<file path="src/rtl/mem_arb_pkg.sv">
// Shared types and default widths for the IF/MEM unified-memory arbiter.
package mem_arb_pkg;

    localparam int ADDR_W_DEF = 12;
    localparam int DATA_W_DEF = 16;

    typedef enum logic [1:0] {
        ST_IDLE,
        ST_ACCESS,
        ST_ACK
    } arb_state_t;

    typedef enum logic [1:0] {
        GNT_NONE,
        GNT_IF,
        GNT_MEM
    } grant_t;

endpackage

</file>
<file path="src/rtl/mem_port_arbiter_sat_counter.sv">
// Saturating up-counter with synchronous clear; sticks at all-ones.
module sat_counter #(
    parameter int WIDTH = 16
) (
    input  logic             clk,
    input  logic             clr,
    input  logic             inc,
    output logic [WIDTH-1:0] out
);

    logic [WIDTH-1:0] cnt_q;
    logic [WIDTH-1:0] cnt_d;

    // NOTE: default first so every path assigns cnt_d and no latch is inferred.
    always_comb begin
        cnt_d = cnt_q;
        if (clr) begin
            cnt_d = '0;
        end else if (inc && (cnt_q != '1)) begin
            cnt_d = cnt_q + WIDTH'(1);
        end
    end

    // NOTE: state registers use <= so all flops update together at the edge.
    always_ff @(posedge clk) begin
        cnt_q <= cnt_d;
    end

    assign out = cnt_q;

endmodule

</file>
<file path="src/rtl/mem_port_arbiter.sv">
// Arbitrates IF fetches and MEM loads/stores onto one single-port memory with wait states.
// Stall statistics counters are built only when MEM_ARB_STATS_EN is defined.
module mem_port_arbiter
    import mem_arb_pkg::*;
#(
    parameter int ADDR_W       = ADDR_W_DEF,
    parameter int DATA_W       = DATA_W_DEF,
    parameter int WAIT_STATES  = 1,
    parameter int STARVE_LIMIT = 4
) (
    input  logic              clk,
    input  logic              rst,
    input  logic              if_req,
    input  logic [ADDR_W-1:0] if_addr,
    output logic [DATA_W-1:0] if_rdata,
    output logic              if_ack,
    input  logic              mem_req,
    input  logic              mem_we,
    input  logic [ADDR_W-1:0] mem_addr,
    input  logic [DATA_W-1:0] mem_wdata,
    output logic [DATA_W-1:0] mem_rdata,
    output logic              mem_ack,
    output logic              ram_en,
    output logic              ram_we,
    output logic [ADDR_W-1:0] ram_addr,
    output logic [DATA_W-1:0] ram_wdata,
    input  logic [DATA_W-1:0] ram_rdata,
    output logic              pipe_stall,
    output logic [15:0]       stat_if_stall,
    output logic [15:0]       stat_mem_stall
);

    arb_state_t        state_q, state_d;
    grant_t            grant_q, grant_d;
    logic [3:0]        wait_cnt_q, wait_cnt_d;
    logic [3:0]        starve_cnt_q, starve_cnt_d;
    logic              we_q, we_d;
    logic [ADDR_W-1:0] ram_addr_q, ram_addr_d;
    logic [DATA_W-1:0] ram_wdata_q, ram_wdata_d;
    logic [DATA_W-1:0] if_rdata_q, if_rdata_d;
    logic [DATA_W-1:0] mem_rdata_q, mem_rdata_d;
    logic              mem_wins;

    // MEM has priority unless IF has already waited out STARVE_LIMIT MEM grants.
    assign mem_wins = mem_req && !(if_req && (starve_cnt_q == 4'(STARVE_LIMIT)));

    always_comb begin
        state_d      = state_q;
        grant_d      = grant_q;
        wait_cnt_d   = wait_cnt_q;
        starve_cnt_d = starve_cnt_q;
        we_d         = we_q;
        ram_addr_d   = ram_addr_q;
        ram_wdata_d  = ram_wdata_q;
        if_rdata_d   = if_rdata_q;
        mem_rdata_d  = mem_rdata_q;

        case (state_q)
            ST_IDLE: begin
                if (if_req || mem_req) begin
                    if (mem_wins) begin
                        grant_d      = GNT_MEM;
                        ram_addr_d   = mem_addr;
                        ram_wdata_d  = mem_wdata;
                        we_d         = mem_we;
                        starve_cnt_d = if_req ? starve_cnt_q + 4'd1 : 4'd0;
                    end else begin
                        grant_d      = GNT_IF;
                        ram_addr_d   = if_addr;
                        we_d         = 1'b0;
                        starve_cnt_d = 4'd0;
                    end
                    wait_cnt_d = 4'(WAIT_STATES);
                    state_d    = ST_ACCESS;
                end
            end
            ST_ACCESS: begin
                if (wait_cnt_q == 4'd0) begin
                    if (grant_q == GNT_IF) begin
                        if_rdata_d = ram_rdata;
                    end else if ((grant_q == GNT_MEM) && !we_q) begin
                        mem_rdata_d = ram_rdata;
                    end
                    state_d = ST_ACK;
                end else begin
                    wait_cnt_d = wait_cnt_q - 4'd1;
                end
            end
            ST_ACK: begin
                state_d = ST_IDLE;
            end
            default: begin
                state_d = ST_IDLE;
            end
        endcase
    end

    always_ff @(posedge clk) begin
        if (rst) begin
            state_q      <= ST_IDLE;
            grant_q      <= GNT_NONE;
            wait_cnt_q   <= '0;
            starve_cnt_q <= '0;
            we_q         <= 1'b0;
            ram_addr_q   <= '0;
            ram_wdata_q  <= '0;
            if_rdata_q   <= '0;
            mem_rdata_q  <= '0;
        end else begin
            state_q      <= state_d;
            grant_q      <= grant_d;
            wait_cnt_q   <= wait_cnt_d;
            starve_cnt_q <= starve_cnt_d;
            we_q         <= we_d;
            ram_addr_q   <= ram_addr_d;
            ram_wdata_q  <= ram_wdata_d;
            if_rdata_q   <= if_rdata_d;
            mem_rdata_q  <= mem_rdata_d;
        end
    end

    // Write strobe only in the final access cycle, so a store commits exactly once.
    assign ram_en     = (state_q == ST_ACCESS);
    assign ram_we     = ram_en && (wait_cnt_q == 4'd0) && (grant_q == GNT_MEM) && we_q;
    assign ram_addr   = ram_addr_q;
    assign ram_wdata  = ram_wdata_q;
    assign if_rdata   = if_rdata_q;
    assign mem_rdata  = mem_rdata_q;
    assign if_ack     = (state_q == ST_ACK) && (grant_q == GNT_IF);
    assign mem_ack    = (state_q == ST_ACK) && (grant_q == GNT_MEM);
    assign pipe_stall = (if_req && !if_ack) || (mem_req && !mem_ack);

`ifdef MEM_ARB_STATS_EN
    sat_counter #(.WIDTH(16)) u_if_stall_cnt (
        .clk (clk),
        .clr (rst),
        .inc (if_req && !if_ack),
        .out (stat_if_stall)
    );

    sat_counter #(.WIDTH(16)) u_mem_stall_cnt (
        .clk (clk),
        .clr (rst),
        .inc (mem_req && !mem_ack),
        .out (stat_mem_stall)
    );
`else
    assign stat_if_stall  = 16'h0000;
    assign stat_mem_stall = 16'h0000;
`endif

    // Requesters must keep address/data stable until their ack.
    a_if_stable: assert property (@(posedge clk) disable iff (rst)
        (if_req && !if_ack) |=> (!if_req || $stable(if_addr)));
    a_mem_stable: assert property (@(posedge clk) disable iff (rst)
        (mem_req && !mem_ack) |=> (!mem_req || ($stable(mem_addr) && $stable(mem_we) && $stable(mem_wdata))));

endmodule

</file>
<file path="config.mk">
export PLATFORM = sky130hd
export DESIGN_NAME = mem_port_arbiter
export DESIGN_NICKNAME = d
export VERILOG_FILES = /design/src/rtl/mem_arb_pkg.sv /design/src/rtl/mem_port_arbiter_sat_counter.sv /design/src/rtl/mem_port_arbiter.sv
export SDC_FILE = /design/constraint.sdc
export NUM_CORES = 1
export LEC_CHECK = 0
export BUFFER_PORTS_ARGS = -buffer_cell sky130_fd_sc_hd__buf_2
export CAP_MARGIN = 30
export CORE_UTILIZATION = 50
export CTS_BUF_LIST = sky130_fd_sc_hd__clkbuf_2
export CTS_CLUSTER_DIAMETER = 200
export DETAILED_ROUTE_END_ITERATION = 8
export HOLD_SLACK_MARGIN = 0.15
export PLACE_DENSITY = 0.87
export REMOVE_ABC_BUFFERS = 1
export SLEW_MARGIN = 20
export SYNTH_ARGS = -nofsm -noshare
export SYNTH_HDL_FRONTEND = slang
export SYNTH_HIERARCHICAL = 1
export SYNTH_SLANG_ARGS = --single-unit
export TNS_END_PERCENT = 10
</file>
<file path="constraint.sdc">
create_clock -name clk -period 6.32 [get_ports clk]
set_input_delay 0.948 -clock clk [delete_from_list [all_inputs] [get_ports clk]]
set_output_delay 0.948 -clock clk [all_outputs]
set_load 0.005 [all_outputs]
</file>
==> run_results.csv, run 1 <==
group,metric,value,unit
clock_tree,ctsHoldBuffers,0,
timing,tns,0,ps
floorplanning,die-area,6435,um2
critical_path,worstPathArrival,1930,ps
clock_tree,clock-root-buffer,"clkbuf_2",
critical_path,worst_setup_path_start_kind,"register",
synth,yosysUniqueCellTypes,37,
power_and_ir_drop,p_per_area,256.2,nW/um2
critical_path,critical_path_class,"reg2out",
final_layout,fillers,537,
critical_path,crit_slowest_cell,"or3b_4",
drt,drcViolationCount,0,
critical_path,max_stage_delay,410,ps
synth,yosys.area.top_type,"dfxtp_1",
synth,synth_top_area_share,47.77,%
clock_tree,postCtsSetupBuffers,0,
critical_path,crit_family,"simple AND/OR/NAND/NOR gates",
floorplanning,ios,158,
floorplanning,core_region_area,5921,um2
clock_tree,clk_pin_slew,200,ps
synth,synth_top_cells_by_count,"73 x dfxtp_1, 72 x nand2_1, 40 x nor2_1, 39 x a21oi_1, 32 x buf_4",
drt,wl,6.781,mm
job,cap_violations,0,
drt,drt-vias-per-instance,4.932,
run_status,status,"complete, no violations",
synth,ys_seq_elements,73,
synth,synth_area_per_cell,8.521,um2
timing,finalHoldViolCount,0,
final_layout,layout.cells.non_filler,557,
clock_tree,clkLatencyLatePin,480,ps
timing,timing.hold.ws,464.1,ps
global_route,first_global_vias,2460,
clock_tree,cts_tree,"yes",
floorplanning,start_util,51.67,%
timing,rsz0062_at_grt,"no",
timing,setup_viol,0,
synth,post-synth-top-count-cell,"dfxtp_1",
global_route,grtUsageTotal,21.33,%
global_route,antenna_found_initial,0,
critical_path,worstPathRequired,5370,ps
final_layout,final_nets,542,
critical_path,critical_path.n_buffers_inverters,2,
final_layout,area_growth,21.55,%
synth,synth_area_leaders,"dfxtp_1 48%, nand2_1 8.8%, buf_4 7.9%, a21oi_1 6.4%, mux2i_1 5.2%",
synth,synth_edf_count,0,
min_path,hp-class,"reg2reg",
synth,synthCells,359,
drt,wl_met1,2.898,mm
synth,synthArstFlopShare,0,%
global_route,grt_pass1_wl,10.72,mm
critical_path,cp_cell_sequence,"inv_1 > ha_1 > or3b_4 > nor4_1 > buf_2",
synth,syn_area,3059,um2
timing,timing.final.crit_share,45.55,%
place,port_buffers,125,
drt,route.antenna.remaining_nets,0,
clock_tree,clk_path_buf_depth,2,
place,gp_congestion,0.8205,
synth,yosysSeqAreaShare,47.77,%
drt,wl_per_cell,12.17,um
timing,period_minus_slack,2879,ps
global_route,grt-ovfl-total,0,
drt,dr_wl_met3,492,um
floorplanning,die_w,80.22,um
place,dpl.hpwl,4.898,mm
critical_path,worst_setup_path_end_kind,"output port",
clock_tree,cts.sinks,73,
clock_tree,htree_levels,3,
power_and_ir_drop,leakage,1.861,nW
synth,yosys_warnings,6,
floorplanning,fp-row-count,28,
drt,routed-wl-met2,3.295,mm
timing,skew,24.34,ps
floorplanning,dieHeight,80.22,um
final_layout,num_antenna_cells,0,
critical_path,rrSetupSlack,4220,ps
synth,ys.flop_type,"dfxtp_1",
critical_path,crit_fanout,6,
drt,vias,2747,
power_and_ir_drop,ir_drop,0.0001376,V
clock_tree,cts_buffers,9,
place,dp_cells,539,
drt,drtIter0Drc,128,
clock_tree,post_cts_resized,0,
timing,tightest_slew,759.3,ps
timing,finalMaxSlewViolations,0,
global_route,grt_max_degree,75,
timing,slew_headroom,49.38,%
drt,drt-pass1-iter-count,5,
drt,top_layer,"met4",
timing,fmax,347.4,MHz
final_layout,drive_gt1_share,31.12,%
per-layer routing:
layer	up-vias	GRT usage (%)
met5	-	0
met4	0	9.286
met3	12	5.114
met2	126	38.03
met1	1225	24.02
li1	1384	-
worst register-to-register path, delay by kind of cell (launching register included):
| family | cells | cell delay [ps] |
|---|---|---|
| DFF | 1 | 380 |
| and+or+nand+nor | 3 | 1140 |
| buffers and inverters | 1 | 100 |
| muxes | 1 | 210 |
| adders and majority gates | 1 | 160 |
final cells by class:
cell class                      count  area (um2)  area share, %
Timing Repair Buffer              129       663.1          17.83
Multi-Input combinational cell    257        1350          36.31
Tap cell                           75       93.84          2.524
Sequential cell                    73        1461          39.30
Clock buffer                        9       45.04          1.211
Inverter                            7       26.28         0.7066
Clock inverter                      7       78.83          2.120
per-stage QoR:
stage	area (um2)	power [mW]	setup slack, ps	util [%]
after floorplan	2829	0.6137	4105	-
after global placement	3568	0.6846	3617	60.27
after detailed placement	3572	0.6919	3500	60.33
after CTS	3696	0.9595	3376	62.43
after global routing	3719	1.013	3310	62.81
final	3719	0.9526	3441	62.81
state kept, by name, indices dropped and copies added, names as in the netlist:
register and count:
grant_q 2, if_rdata 16, mem_rdata 16, ram_addr 12, ram_wdata 16, starve_cnt_q 4
state_q 2, wait_cnt_q 4, we_q 1
layout by cell type, fill, tap and decap left out, types with 2 or more instances in the layout:
cell,synthesis,layout
a211oi_1,2,2
a21oi_1,39,39
a222oi_1,11,11
a31oi_1,2,2
a32o_1,2,2
buf_2,3,125
buf_4,32,3
clkbuf_2,0,9
clkinvlp_4,0,3
conb_1,1,32
dfxtp_1,73,73
ha_1,4,4
inv_1,7,7
inv_6,0,2
mux2i_1,16,16
nand2_1,72,72
nand2b_1,4,4
nand3_1,3,3
nand4_1,2,2
nor2_1,40,40
nor2b_1,2,2
nor3_1,7,6
nor3b_1,2,2
o21ai_0,3,3
o22ai_1,2,2
logic make-up after synthesis:
kind of cell    after synthesis  share of synthesized area (%)
buf+inv                      60                          12.19
fa+ha+maj                     4                          1.636
other cells                   1                         0.1226
simple gates                140                          19.59
mux                          16                          5.235
flops                        73                          47.77
compound gates               65                          13.46
worst paths after layout:
| kind | to | from | cells after the start |
|---|---|---|---|
| worst min-delay path | ram_wdata[15] | ram_wdata[15] | 2 |
| worst max-delay path | ram_we | wait_cnt_q[0] | 5 |
| worst min register to register | ram_wdata[15] | ram_wdata[15] | 2 |
| worst max register to register | mem_rdata[3] | wait_cnt_q[0] | 6 |
power breakdown:
group          switching [mW]  total [mW]  internal (mW)
clock                   0.172       0.267         0.0944
sequential             0.0188       0.510          0.491
combinational           0.100       0.176         0.0752
Power figures use the tool's default switching activity.
==> run 2: changes to the inputs <==
ABC_AREA = 1   (was not set)
CORE_UTILIZATION = 49   (was 50)
PLACE_DENSITY = 0.83   (was 0.87)
clock period = 3 ns   (was 6.32 ns; I/O delays follow)
==> run 2 against run 1 <==
Compared with the run above:
- first-iteration DRC count is 7.0% higher
- sequential cell count is the same
- via count is 25% higher
- clock power up 96%
- cell count up 29%
==> run_results.csv, run 2 <==
group,metric,value,unit
run_status,status,"complete, no violations",
global_route,first_global_vias,2936,
clock_tree,clock-root-buffer,"clkbuf_2",
synth,yosysSeqAreaShare,42.18,%
clock_tree,clk_pin_slew,220,ps
floorplanning,die-area,7411,um2
final_layout,drive_gt1_share,26.13,%
drt,wl_per_cell,11.73,um
global_route,antenna_found_initial,0,
floorplanning,start_util,50.99,%
drt,drtIter0Drc,137,
critical_path,cp_num_cells,7,
clock_tree,cts.sinks,73,
critical_path,crit_family,"simple AND/OR/NAND/NOR gates",
drt,wl,8.413,mm
timing,finalMaxSlewViolations,0,
final_layout,final_nets,680,
timing,setup_viol,0,
power_and_ir_drop,leakage,2.259,nW
synth,yosys_warnings,6,
critical_path,crit_fanout,4,
place,place_area,3968,um2
critical_path,worst_setup_path_start_kind,"register",
min_path,hp-class,"in2reg",
timing,slew_headroom,56.62,%
critical_path,critical_path_class,"reg2out",
final_layout,final_cell_mix,"125 x buf_2, 89 x nor2_1, 73 x dfxtp_1",
global_route,grt_use_met3,5.005,%
final_layout,design_area,4335,um2
global_route,grt_pass1_wl,13.39,mm
critical_path,cp_cell_sequence,"inv_1 > ha_1 > nand3_1 > inv_1 > nand2_1 > nor3b_1 > buf_2",
timing,skew,43.17,ps
clock_tree,post_cts_resized,0,
synth,synthCells,475,
synth,synth_area_per_cell,7.294,um2
final_layout,final_core_util,63.81,%
final_layout,area_growth,25.14,%
critical_path,critical_path.n_buffers_inverters,3,
critical_path,worstPathRequired,2550,ps
synth,synth_top_cells_by_count,"89 x nor2_1, 73 x dfxtp_1, 62 x nand2_1, 46 x nand3_1, 44 x inv_1",
synth,yosys.area.top_type,"dfxtp_1",
place,gp_congestion,0.7859,
place,dpl.hpwl,5.390,mm
global_route,grt_max_degree,50,
timing,rsz0062_at_grt,"no",
floorplanning,core_region_area,6794,um2
clock_tree,cts_tree,"yes",
synth,synth_top_area_share,42.18,%
place,pre_cts_ws,990.9,ps
timing,timing.final.crit_share,79.87,%
critical_path,crit_slowest_cell,"dfxtp_1",
global_route,grtUsageTotal,23.03,%
timing,finalHoldViolCount,0,
timing,tns,0,ps
global_route,grt-busiest-layer,"met2",
synth,synth_edf_count,0,
floorplanning,fp-row-count,30,
clock_tree,clk_path_buf_depth,2,
drt,route.antenna.remaining_nets,0,
critical_path,worst_setup_path_end_kind,"output port",
min_path,min_to,"if_rdata[2]",
critical_path,cp_common_cell,"inv_1",
job,cap_violations,0,
synth,syn_area,3465,um2
drt,drt-pass1-iter-count,4,
global_route,grt_use_met2,40.12,%
timing,fin_ws,603.8,ps
synth,post-synth-top-count-cell,"nor2_1",
global_route,grt-ovfl-total,0,
global_route,grt_use_met1,27.21,%
final_layout,layout_commonest_cell,"buf_2",
floorplanning,ios,158,
synth,synthArstFlopShare,0,%
critical_path,max_stage_delay,370,ps
critical_path,worstPathArrival,1950,ps
critical_path,r2r-end,"ram_wdata[0]",
synth,synth_area_leaders,"dfxtp_1 42%, nor2_1 9.6%, buf_4 7.6%, nand2_1 6.7%, nand3_1 6.6%",
power_and_ir_drop,ir_drop,0.0003022,V
synth,ys_seq_elements,73,
critical_path,ff2ff_path_depth,9,
min_path,worstHoldStart,"ram_rdata[2]",
timing,period_minus_slack,2396,ps
floorplanning,dieHeight,86.09,um
clock_tree,cts_buffers,9,
clock_tree,htree_levels,3,
timing,timing.hold.ws,175.6,ps
synth,yosysUniqueCellTypes,33,
drt,drt-vias-per-instance,4.798,
drt,drcViolationCount,0,
timing,fmax,417.3,MHz
drt,vias,3440,
timing,tightest_slew,648.2,ps
floorplanning,die_w,86.09,um
place,port_buffers,125,
min_path,min_path_cells,3,
clock_tree,postCtsSetupBuffers,0,
synth,ys.flop_type,"dfxtp_1",
critical_path,rr_startpoint,"starve_cnt_q[0]",
clock_tree,clkLatencyLatePin,550,ps
critical_path,rrSetupSlack,830,ps
power_and_ir_drop,p_per_area,505.7,nW/um2
==> run 2: changes by cell type in the layout (fill, tap and decap cells not counted), sizes merged, moves of 3 or more <==
cell         change
o21ai           +32
nand4           +12
nand2b           -4
a21oi           -13
a222oi          -11
nor3             -3
dlygate4sd3     +26
nor2            +53
nand2            -7
nand3           +44
mux2i           -16
inv             +45
==> run 2: how the worst max path moves through the flow <==
| stage | startpoint | end |
|---|---|---|
| after floorplan | wait_cnt_q[0] | mem_rdata[0] |
| after global placement | starve_cnt_q[0] | ram_wdata[4] |
| after detailed placement | starve_cnt_q[0] | ram_wdata[10] |
| after CTS | wait_cnt_q[1] | ram_we |
| after global routing | wait_cnt_q[1] | ram_we |
| final | wait_cnt_q[1] | ram_we |
==> run 2: final cells by class <==
class | instances | area, um2
antenna | 1 | 2.502
clock buffer | 9 | 45.04
clock inverter | 7 | 60.06
fill | 595 | 2459
inverter | 52 | 198.9
multi-input combinational | 325 | 1539
sequential | 73 | 1461
tap | 96 | 120.1
timing repair buffer | 154 | 908.4
==> run 2: power by group <==
| group | switching (mW) | internal [mW] |
|---|---|---|
| clock network | 0.400 | 0.123 |
| logic | 0.343 | 0.218 |
| registers | 0.0523 | 1.06 |
==> run 2: logic make-up after synthesis <==
family                   share of synthesized area (%)
AND/OR/NAND/NOR                                  29.61
buffers and inverters                            16.94
flip-flops                                       42.18
AO/OA/AOI/OAI                                    9.462
adder cells (fa/ha/maj)                          1.445
XOR/XNOR                                        0.2528
other                                           0.1082
==> run 2: worst reg2reg max path: cells and delay by family (launching register included) <==
kind                     cells  cell delay, ps
adder cells (fa/ha/maj)      1             230
AO/OA/AOI/OAI                1             130
flip-flops                   1             440
AND/OR/NAND/NOR              5            1180
buffers and inverters        2             120
==> run 2: per-layer routing <==
layer	up-vias	wire length, um
met5	-	0
li1	1729	-
met2	154	4315
met3	17	503
met4	0	201
met1	1540	3392
==> run 2: stage by stage <==
step / power (mW) / instances
floorplan: 1.455 / 450
global placement: 1.637 / 674
detailed placement: 1.655 / 674
CTS: 2.199 / 715
global route: 2.332 / 716
finish: 2.192 / 717
==> run 2: timing repair <==
action	CTS	global route
setup endpoints to repair	0	0
hold buffers	25	1
endpoints found under the hold margin	25	1
==> run 3: changes to the inputs <==
ABC_AREA = 0   (was 1)
CORE_UTILIZATION = 42   (was 49)
PLACE_DENSITY = 0.78   (was 0.83)
clock period = 2.1 ns   (was 3 ns; I/O delays follow)
==> run 3 against run 2 <==
Compared with the run above:
- the flow now finishes with violations (negative setup slack)
- design area grew 2.8%
- sequential share of layout area fell by 0.83 points
- register-to-register slack got worse by 870 ps
- die area is 2.9% higher
- clock skew down 3.3 ps
- first-iteration DRC count increased by 53%
- critical endpoint is now mem_rdata[9]
- global-route usage shrank 0.26 points
- sequential power up 39%
- utilization grew 0.72 points
- cell count decreased by 9.1%
- largest cell class is now flip-flops and latches
- sequential cell count unchanged
==> run_results.csv, run 3 (synthesis gave the netlist of run 1 again) <==
group,metric,value,unit
drt,drcViolationCount,0,
run_status,failed_checks,"negative setup slack",
power_and_ir_drop,p_per_area,669.2,nW/um2
final_layout,num_antenna_cells,0,
global_route,grt_max_degree,44,
final_layout,layout_commonest_cell,"buf_2",
drt,route.antenna.remaining_nets,0,
clock_tree,clk_path_buf_depth,2,
critical_path,worst_setup_path_end_kind,"register",
drt,drt-pass1-iter-count,4,
timing,rsz0062_at_grt,"yes",
floorplanning,start_util,44.29,%
drt,wl_per_cell,13.48,um
place,gp_congestion,0.7960,
place,dpl.hpwl,5.168,mm
clock_tree,cts_buffers,9,
min_path,hp-class,"reg2reg",
clock_tree,cts.sinks,73,
drt,top_layer,"met4",
final_layout,final_nets,616,
drt,drt-vias-per-instance,4.837,
clock_tree,clkLatencyLatePin,510,ps
global_route,grt_pass1_wl,13.50,mm
critical_path,worstPathRequired,2500,ps
timing,tightest_slew,537.3,ps
critical_path,crit_slowest_cell,"or4_4",
final_layout,final_cell_mix,"125 x buf_2, 72 x nand2_1, 70 x dfxtp_1",
timing,fin_ws,-42.55,ps
timing,slew_headroom,64.18,%
run_status,status,"complete, but fails checks",
drt,dr_wl_met3,583,um
clock_tree,htree_levels,3,
final_layout,layout.cells.non_filler,652,
timing,finalHoldViolCount,0,
critical_path,max_stage_delay,640,ps
drt,vias,3154,
floorplanning,dieHeight,87.35,um
power_and_ir_drop,leakage,2.160,nW
place,pre_cts_ws,23.30,ps
timing,period_minus_slack,2143,ps
timing,fmax,466.7,MHz
critical_path,critical_path_class,"reg2reg",
timing,timing.hold.ws,468.1,ps
critical_path,crit_fanout,8,
job,cap_violations,0,
critical_path,rrSetupSlack,-40,ps
clock_tree,cts_tree,"yes",
critical_path,cp_cell_sequence,"inv_2 > ha_4 > or3b_4 > buf_4 > or4_4 > mux2i_1 > nor2_1",
clock_tree,clock-root-buffer,"clkbuf_2",
timing,setup_viol,5,
power_and_ir_drop,ir_drop,0.0004030,V
drt,routed-wl-met2,4.655,mm
clock_tree,clk_pin_slew,210,ps
timing,tns,-110.5,ps
drt,wl_met1,3.432,mm
critical_path,worstPathArrival,2540,ps
global_route,first_global_vias,3006,
final_layout,area_growth,45.68,%
final_layout,fillers,574,
drt,drtIter0Drc,210,
floorplanning,die-area,7629,um2
global_route,antenna_found_initial,0,
place,port_buffers,125,
global_route,grt-ovfl-total,0,
floorplanning,fp-row-count,30,
final_layout,drive_gt1_share,30.58,%
floorplanning,core_region_area,6907,um2
critical_path,worst_setup_path_start_kind,"register",
floorplanning,ios,158,
place,dp_cells,568,
timing,finalMaxSlewViolations,0,
timing,timing.final.crit_share,102.0,%
timing,skew,39.91,ps
global_route,grtUsageTotal,22.78,%
floorplanning,die_w,87.35,um
power_and_ir_drop,power,2.983,mW
drt,wl,8.790,mm
## run 3: final timing paths
check                startpoint           end  depth (start not counted)
setup reg to reg  wait_cnt_q[0]  mem_rdata[9]                          7
setup / recovery  wait_cnt_q[0]  mem_rdata[9]                          7
hold reg to reg    ram_wdata[1]  ram_wdata[1]                          2
hold / removal     ram_wdata[1]  ram_wdata[1]                          2
## run 3: report_power, final
part | switching [mW] | internal, mW | total (mW)
clock network | 0.554 | 0.177 | 0.732
registers | 0.0583 | 1.48 | 1.54
logic | 0.361 | 0.350 | 0.712
total | 0.974 | 2.01 | 2.98
## run 3: stage by stage
step / area (um2) / util (%)
floorplan: 2829 / -
global placement: 3655 / 52.92
global route: 4457 / 64.53
detailed placement: 3655 / 52.92
finish: 4457 / 64.53
CTS: 4410 / 63.86
## run 3: per-layer routing
metal	vias to the layer above	track usage, %
li1	1541	-
met5	-	0
met1	1448	24.74
met2	152	41.97
met4	0	10.43
met3	13	4.929
## run 3: final cells by class
| type | count | area (um2) | share of cell area, % |
|---|---|---|---|
| Multi-Input combinational cell | 258 | 1383 | 31.02 |
| Tap cell | 96 | 120.1 | 2.695 |
| Inverter | 7 | 26.28 | 0.5896 |
| Sequential cell | 73 | 1465 | 32.87 |
| Clock inverter | 7 | 58.81 | 1.319 |
| Clock buffer | 9 | 45.04 | 1.011 |
| Timing Repair Buffer | 202 | 1359 | 30.49 |
## run 3: critical path: cells and delay by family (launching register included)
family	cells	cell delay (ps)
buf+inv	2	240
mux	1	240
fa+ha+maj	1	130
simple gates	3	1060
flops	1	370
## run 3: repair_timing
action / 4_1_cts / 5_1_grt
resized for setup: 3 / 8
hold endpoints to repair: 69 / 0
endpoints found under the setup margin: 1 / 34
pin swaps: 0 / 3
hold buffers: 62 / 0
setup buffers: 3 / 2
gates cloned: 0 / 1
